$ cat src/rtl/bcd_mod_counter_pkg.sv
// Shared BCD types and helpers for the clock-datapath counter stages.
package bcd_pkg;

    typedef logic [3:0] bcd_t;

    typedef struct packed {
        bcd_t h;
        bcd_t l;
    } bcd2_t;

    localparam bcd_t BCD_MAX_DIGIT = 4'd9;

    // Elaboration-time conversion of a decimal parameter (0..99) to a digit pair.
    function automatic bcd2_t to_bcd2(input int v);
        bcd2_t r;
        r.h = 4'(v / 10);
        r.l = 4'(v % 10);
        return r;
    endfunction

    function automatic logic is_bcd_digit(input bcd_t d);
        return (d <= BCD_MAX_DIGIT);
    endfunction

endpackage

$ cat src/rtl/bcd_digit_step.sv
// Combinational +/-1 on one BCD digit; carry-in enables the step, carry-out
// flags a 9->0 (up) or 0->9 (down) rollover into the next digit.
module bcd_digit_step
    import bcd_pkg::*;
(
    input  logic [3:0] d,
    input  logic       up,
    input  logic       cin,
    output logic [3:0] q,
    output logic       cout
);

    always_comb begin
        q    = d;
        cout = 1'b0;
        if (cin) begin
            if (up) begin
                if (d >= BCD_MAX_DIGIT) begin
                    q    = 4'd0;
                    cout = 1'b1;
                end else begin
                    q = d + 4'd1;
                end
            end else begin
                if (d == 4'd0) begin
                    q    = BCD_MAX_DIGIT;
                    cout = 1'b1;
                end else begin
                    q = d - 4'd1;
                end
            end
        end
    end

endmodule

$ cat src/rtl/bcd_mod_counter.sv
// Two-digit BCD modulo counter over [MIN_VAL, MAX_VAL] with load, manual step
// and chained carry/borrow. Define BCD_MOD_COUNTER_BLANK_EN to add BLANK_H.
module bcd_mod_counter
    import bcd_pkg::*;
#(
    parameter int MIN_VAL = 0,
    parameter int MAX_VAL = 23,
    parameter int RST_VAL = MIN_VAL
) (
    input  logic       CLK,
    input  logic       RST,
    input  logic       EN,
    input  logic       INC,
    input  logic       DEC,
    input  logic       LOAD,
    input  logic [3:0] LD_H,
    input  logic [3:0] LD_L,
    output logic [3:0] QH,
    output logic [3:0] QL,
    output logic       CO,
    output logic       BO,
    output logic       LOAD_ERR
`ifdef BCD_MOD_COUNTER_BLANK_EN
    ,
    output logic       BLANK_H
`endif
);

    if (MIN_VAL < 0 || MIN_VAL >= MAX_VAL || MAX_VAL > 99 ||
        RST_VAL < MIN_VAL || RST_VAL > MAX_VAL) begin : g_bad_params
        $error("bcd_mod_counter: illegal MIN_VAL/MAX_VAL/RST_VAL combination");
    end

    localparam bcd2_t BCD_MIN = to_bcd2(MIN_VAL);
    localparam bcd2_t BCD_MAX = to_bcd2(MAX_VAL);
    localparam bcd2_t BCD_RST = to_bcd2(RST_VAL);

    bcd2_t count_reg;
    bcd2_t count_next;
    logic  load_err_reg;
    logic  load_err_next;

    logic  man_inc;
    logic  man_dec;
    logic  chain_step;
    logic  step_up;
    logic  at_max;
    logic  at_min;
    logic  load_ok;
    bcd2_t ld_pair;
    bcd2_t stepped;

    bcd_t  digit_cur [2];
    bcd_t  digit_nxt [2];
    logic  carry     [3];

    assign man_inc    = INC & ~DEC;
    assign man_dec    = DEC & ~INC;
    assign chain_step = EN & ~(INC ^ DEC);
    assign step_up    = ~man_dec;

    assign at_max = (count_reg == BCD_MAX);
    assign at_min = (count_reg == BCD_MIN);

    // With both digits valid BCD, an 8-bit compare of the pair is a numeric compare.
    assign ld_pair = {LD_H, LD_L};
    assign load_ok = is_bcd_digit(LD_H) && is_bcd_digit(LD_L) &&
                     (ld_pair >= BCD_MIN) && (ld_pair <= BCD_MAX);

    assign digit_cur[0] = count_reg.l;
    assign digit_cur[1] = count_reg.h;
    assign carry[0]     = 1'b1;

    genvar gi;
    for (gi = 0; gi < 2; gi++) begin : g_digit
        bcd_digit_step u_step (
            .d    (digit_cur[gi]),
            .up   (step_up),
            .cin  (carry[gi]),
            .q    (digit_nxt[gi]),
            .cout (carry[gi+1])
        );
    end

    assign stepped = {digit_nxt[1], digit_nxt[0]};

    // A tens rollover (99->00 or 00->99) is only reachable at a range limit,
    // so it is folded into the wrap decision as a guard.
    always_comb begin
        count_next    = count_reg;
        load_err_next = 1'b0;
        if (LOAD) begin
            if (load_ok) begin
                count_next = ld_pair;
            end else begin
                load_err_next = 1'b1;
            end
        end else if (man_inc || chain_step) begin
            count_next = (at_max || carry[2]) ? BCD_MIN : stepped;
        end else if (man_dec) begin
            count_next = (at_min || carry[2]) ? BCD_MAX : stepped;
        end
    end

    always_ff @(posedge CLK) begin
        if (RST) begin
            count_reg    <= BCD_RST;
            load_err_reg <= 1'b0;
        end else begin
            count_reg    <= count_next;
            load_err_reg <= load_err_next;
        end
    end

    assign QH       = count_reg.h;
    assign QL       = count_reg.l;
    assign LOAD_ERR = load_err_reg;

    assign CO = EN & ~RST & ~LOAD & ~(INC ^ DEC) & at_max;
    assign BO = ~RST & ~LOAD & DEC & ~INC & at_min;

`ifdef BCD_MOD_COUNTER_BLANK_EN
    logic blank_h_reg;

    always_ff @(posedge CLK) begin
        if (RST) begin
            blank_h_reg <= (BCD_RST.h == 4'd0);
        end else begin
            blank_h_reg <= (count_next.h == 4'd0);
        end
    end

    assign BLANK_H = blank_h_reg;
`endif

endmodule
$ cat config.mk
export PLATFORM = sky130hd
export DESIGN_NAME = bcd_mod_counter
export DESIGN_NICKNAME = d
export VERILOG_FILES = /design/src/rtl/bcd_mod_counter_pkg.sv /design/src/rtl/bcd_digit_step.sv /design/src/rtl/bcd_mod_counter.sv
export SDC_FILE = /design/constraint.sdc
export NUM_CORES = 1
export LEC_CHECK = 0
export ABC_CLOCK_PERIOD_IN_PS = 2700
export CAP_MARGIN = 10
export CORE_MARGIN = 3
export CORE_UTILIZATION = 50
export DETAILED_ROUTE_END_ITERATION = 7
export PLACE_DENSITY_LB_ADDON = 0.25
export SLEW_MARGIN = 40
export SYNTH_ARGS = -nofsm -noshare
export SYNTH_HDL_FRONTEND = slang
export SYNTH_SLANG_ARGS = --single-unit
$ cat constraint.sdc
create_clock -name CLK -period 2.7 [get_ports CLK]
set_clock_uncertainty 0.1 [all_clocks]
set_input_delay 0.405 -clock CLK [delete_from_list [all_inputs] [get_ports CLK]]
set_output_delay 0.405 -clock CLK [all_outputs]
set_load 0.05 [all_outputs]
==> results of run 1 <==
power groups by stage:
stage / clock (uW) / sequential, uW / combinational (uW)
after floorplan: 0 / 185 / 160
after global placement: 0 / 160 / 266
after detailed placement: 0 / 161 / 271
after CTS: 108 / 158 / 273
after global routing: 116 / 161 / 298
final: 112 / 159 / 276
cell usage in the layout, fill, tap and decap left out, drive strengths merged, types with 3 or more instances in the layout:
master	n
dfxtp	9
a221oi	4
clkbuf	4
o21ai	13
nand2	10
ha	10
o31ai	3
nor3b	3
a21oi	13
clkdlybuf4s50	22
nor2b	3
a21o	3
buf	13
nor3	4
nor2	17
inv	12
what timing repair did:
action	CTS	global route
endpoints found under the hold margin	0	0
resized for setup	0	1
endpoints found under the setup margin	0	1
sequential cells by signal, summed over array words and instances (netlist names):
register  cells
LOAD_ERR      1
QH            4
QL            4
worst min path at each step:
stage / from / end / slack (ns) / cells after the start
3_3_place_gp: QL[1] / QL[1] / 0.47 / 2
4_1_cts: QL[1] / QL[1] / 0.49 / 2
2_1_floorplan: LOAD / QL[2] / 0.52 / 3
6_report: QL[1] / QL[1] / 0.49 / 2
3_5_place_dp: QL[1] / QL[1] / 0.48 / 2
5_1_grt: QL[1] / QL[1] / 0.53 / 2
logic make-up after synthesis:
group / after synthesis
AO/OA/AOI/OAI: 52
adder cells (fa/ha/maj): 10
XOR/XNOR: 2
buffers and inverters: 22
AND/OR/NAND/NOR: 52
flip-flops: 9
layer usage:
metal	wire [um]	part of all wire	GRT usage
met3	110	0.037	0.0141
met2	1530	0.52	0.411
met5	0	0	0
met1	1280	0.44	0.286
met4	25	0.0085	0.0851
worst max-delay path, stage by stage, from the launching register on:
cell and delay [ns]:
dfxtp_1 0.38, inv_1 0.12, ha_1 0.27, nor3b_2 0.26, nand2_1 0.17, nor4b_4 0.33, buf_12 0.18
cell type report:
type	instances	area, um2
Sequential cell	9	180
Timing Repair Buffer	35	343
Inverter	12	45.0
Multi-Input combinational cell	116	846
Tap cell	27	33.8
Clock buffer	4	26.3
Fill cell	157	548
per-stage QoR:
step | total power [uW] | worst slack [ns] | cells
finish | 546 | 0.207 | 203
global route | 575 | 0.0338 | 203
CTS | 538 | 0.112 | 203
detailed placement | 432 | 0.167 | 199
global placement | 426 | 0.212 | 199
floorplan | 345 | 0.138 | 147
==> impl_results.md, run 1 <==
- Layout cells sized above 1: 0.182
- Yosys reg bits: 9
- Capture point of the worst reg-to-reg path: QH[1]
- Switching power total: 227 uW
- Post-DP Area: 0.00144 mm2
- Ports: 25
- Synth Area in Compound Gates: 0.351
- CTS H-tree depth: 1
- Clk_lat worst skew: 0.27 ns
- Tightest Pin Transition: 0.509 ns
- Critical R2R Launch: QL[0]
- Chip width: 53.0 um
- Final WL: 2.95 mm
- Outcome: finished clean
- # nets final: 201
- Max-cap violations: 0
- CORE AREA: 0.00202 mm2
- Cts-stage hold buffer count: 0
- Clock transition at path regs: 0.07 ns
- GP Congestion: 0.867
- First-pass GRT wire length: 4.86 mm
- Number of flops mapped to enable cells by yosys: 0
- Minimum clock period: 2.49 ns
- Setup tns final: 0 ns
- Cell depth of the worst flop-to-flop path: 8
- Largest net degree at the start of global routing: 14
- # rows: 16
- CP Launch Point: QL[0]
- Vias in the first global route: 1113
- Critical-path maximum fanout: 8
- Initial Util: 0.546
- Area leader, netlist: dfxtp_1
- Max VDD drop: 313 uV
- Fin. max-slew vios: 0
- Crit. End Element: output pin
- Synth cell count leaders: nor2_1, a21oi_1, inv_1
- Die area: 0.00281 mm2
- Global-route usage over all layers: 0.230
- Fmax: 0.401 GHz
- Die H: 53.0 um
- Via/cell ratio: 5.96
- Initial antenna violation count: 0
- Number of buffers created by CTS: 3
- HPWL Detailed: 2.38 mm
- Synth Area in Simple Gates: 0.267
- Clock sinks: 9
- Power per cell area: 371 mW/mm2
- Sw Ratio: 0.415
- Number of synthesis warnings: 0
- Final ANT Viol Nets: 0
- Internal: 319 uW
- Internal reg-to-reg setup slack: 0.43 ns
- CP arrival: 1.99 ns
- Final period util: 0.924
- Remaining DRCs: 0
- Distinct cells, synth: 48
- N_diodes: 0
- Yosys top cell area share: 0.163
- Avg Cell Area, Syn: 7.52 um2
- Finished Cell Area: 0.00147 mm2
- WS Path Type: flip-flop to output pin
- Cell count after synthesis: 147
- Largest cells by area after synthesis: dfxtp_1, ha_1, a21oi_1
- Post-CTS setup buffer count: 0
- Worst setup path end: BO
- CTS tree: built
- Hold Fails Final Rpt: 0
- IO Port Bufs: 24
- Synthesis-to-finish area growth: 33.4%
- Post-synthesis adder-cell area fraction: 0.113
- Pleak: 0.000592 uW
- Crit path required time: 2.19 ns
- Unrepaired setup endpoints after global routing: false
- First-pass DRT Iterations: 4
- Top_reg_cell synth: dfxtp_1
- Final setup viols: 0
- Synth Cell Area: 0.00110 mm2
- Finished Core Util: 0.729
- Hold Crit Class: flip-flop to flip-flop
- Setup crit start kind: flip-flop
- Mux contribution to synthesized area: 0
- Async SR Flop Fraction: 0
- Combinational Power Share: 0.506
- DR vias: 1209
- XOR/XNOR share of the synthesized area: 0.0159
- Root Buffer: clkbuf_4
- Clock tree buffer depth: 2
- Sequential share of power: 0.290
- Main combinational cell family by area after synthesis: compound AO/OA/AOI/OAI gates
- Count leader, synth: nor2_1
- Average routed wire per standard cell: 14.5 um
- Post-Syn Nets: 171
- Total gr overflow: 0
- Register area share after synthesis: 0.163
- Hold WS: 0.491 ns
- Max-Slew Margin vs Limit: 0.660
- 1st-iter DRT viols: 42
- Clock power share: 0.204
Power figures use the tool's default switching activity.
==> inputs of run 2 (changes only) <==
--- a/config.mk
+++ b/config.mk
@@ -7,7 +7,7 @@
 export LEC_CHECK = 0
 export ABC_CLOCK_PERIOD_IN_PS = 2700
 export CAP_MARGIN = 10
-export CORE_MARGIN = 3
+export CORE_MARGIN = 10
 export CORE_UTILIZATION = 50
 export DETAILED_ROUTE_END_ITERATION = 7
 export PLACE_DENSITY_LB_ADDON = 0.25
==> impl_results.md, run 2 (synthesis gave the netlist of run 1 again) <==
- HPWL Detailed: 2.49 mm
- Hold WS: 0.525 ns
- Fmax: 0.403 GHz
- Synthesis-to-finish area growth: 33.4%
- Number of buffers created by CTS: 3
- Global-route usage over all layers: 0.140
- First-pass DRT Iterations: 4
- Remaining DRCs: 0
- CTS H-tree depth: 1
- Final WL: 3.07 mm
- Min-Delay Endpoint: QL[0]
- # rows: 16
- # nets final: 201
- Average routed wire per standard cell: 15.1 um
- Via/cell ratio: 5.94
- Crit path required time: 2.19 ns
- Final setup viols: 0
- Layout cells sized above 1: 0.182
- Die H: 67.0 um
- Largest net degree at the start of global routing: 14
- Clock tree buffer depth: 2
- Worst hold start: QL[0]
- GP Congestion: 0.918
- Power per cell area: 369 mW/mm2
- Max-Slew Margin vs Limit: 0.664
- Worst path bufs/invs: 2
- Clock transition at path regs: 0.07 ns
- Final ANT Viol Nets: 0
- Finished Cell Area: 0.00147 mm2
- 1st-iter DRT viols: 102
- Capture point of the worst reg-to-reg path: QL[1]
- Critical R2R Launch: QH[1]
- CP arrival: 1.97 ns
- Setup crit start kind: flip-flop
- Critical-path cell list: inv_1, ha_1, nor3b_2, nand2_1, nor4b_4, buf_12
- Initial antenna violation count: 0
- Hold Path Depth: 2
- Cell depth of the worst flop-to-flop path: 9
- Internal reg-to-reg setup slack: 0.34 ns
- Ports: 25
- First-pass GRT wire length: 5.13 mm
- Vias in the first global route: 1157
- Tightest Pin Transition: 0.502 ns
- Chip width: 67.0 um
- Pleak: 0.000592 uW
- Max VDD drop: 266 uV
- Critical-path maximum fanout: 7
- Outcome: finished clean
- Fin. max-slew vios: 0
- Final period util: 0.918
- DR vias: 1205
- Clock sinks: 9
- Hold Crit Class: flip-flop to flip-flop
- Unrepaired setup endpoints after global routing: false
- Die area: 0.00449 mm2
- Initial Util: 0.546
- Post-DP Area: 0.00144 mm2
- Root Buffer: clkbuf_4
- Top cell family by delay on the critical path: simple AND/OR/NAND/NOR gates
- CP max stage delay: 0.39 ns
- IO Port Bufs: 24
- CTS tree: built
- Max-cap violations: 0
- N_diodes: 0
- Setup tns final: 0 ns
- Post-CTS setup buffer count: 0
- Most frequent cells in the layout: clkdlybuf4s50_1, nor2_1, inv_1, a21oi_1
- Minimum clock period: 2.48 ns
- Crit. End Element: output pin
- Hold Fails Final Rpt: 0
- Total gr overflow: 0
- Most common cell after layout, fill and taps aside: clkdlybuf4s50_1
- Clk_lat worst skew: 0.27 ns
- Finished Core Util: 0.729
- Slowest cell on the critical path: dfxtp_1
- WS Path Type: flip-flop to output pin
- CORE AREA: 0.00202 mm2
## run 2: cell counts in the layout (fill, tap and decap cells not counted)
Identical to the previous run, type by type.
## run 2: tightest hold or removal path: stages, from the launching register on
cell      delay (ns)
dfxtp_1         0.38
inv_1           0.13
a221oi_2        0.07
## run 2: where the power goes
group	leakage (uW)	switching (uW)	internal, uW
combinational	0.000504	156	120
sequential	0.0000738	17.2	142
clock	0.0000150	51.2	57.1
total	0.000592	224	319
## run 2: cell type report
| cell class | count | area, um2 |
|---|---|---|
| fill | 164 | 548 |
| sequential | 9 | 180 |
| multi-input combinational | 116 | 846 |
| inverter | 12 | 45.0 |
| tap | 27 | 33.8 |
| clock buffer | 4 | 26.3 |
| timing repair buffer | 35 | 343 |
## run 2: how the worst max path moves through the flow
stage	start	to	cells after the start
5_1_grt	QL[1]	BO	6
4_1_cts	QL[1]	BO	6
2_1_floorplan	QH[1]	BO	5
3_3_place_gp	INC	QH[2]	9
3_5_place_dp	INC	QL[1]	9
6_report	QH[1]	BO	6
## run 2: what timing repair did
action                     4_1_cts  5_1_grt
setup endpoints to repair        0        1
gates resized for setup          0        1
hold buffers                     0        0
## run 2: per-stage QoR
| stage | power, uW | setup WS, ns | cells |
|---|---|---|---|
| floorplan | 345 | 0.138 | 147 |
| finish | 543 | 0.221 | 203 |
| detailed placement | 433 | 0.163 | 199 |
| global placement | 426 | 0.232 | 199 |
| CTS | 539 | 0.118 | 203 |
| global route | 574 | 0.0877 | 203 |
## run 2: per-layer routing
metal,up-vias,wire (um),track usage
met4,0,83,0.0795
met1,561,1320,0.160
met3,7,146,0.0184
met2,43,1520,0.243
met5,-,0,0
li1,594,-,-
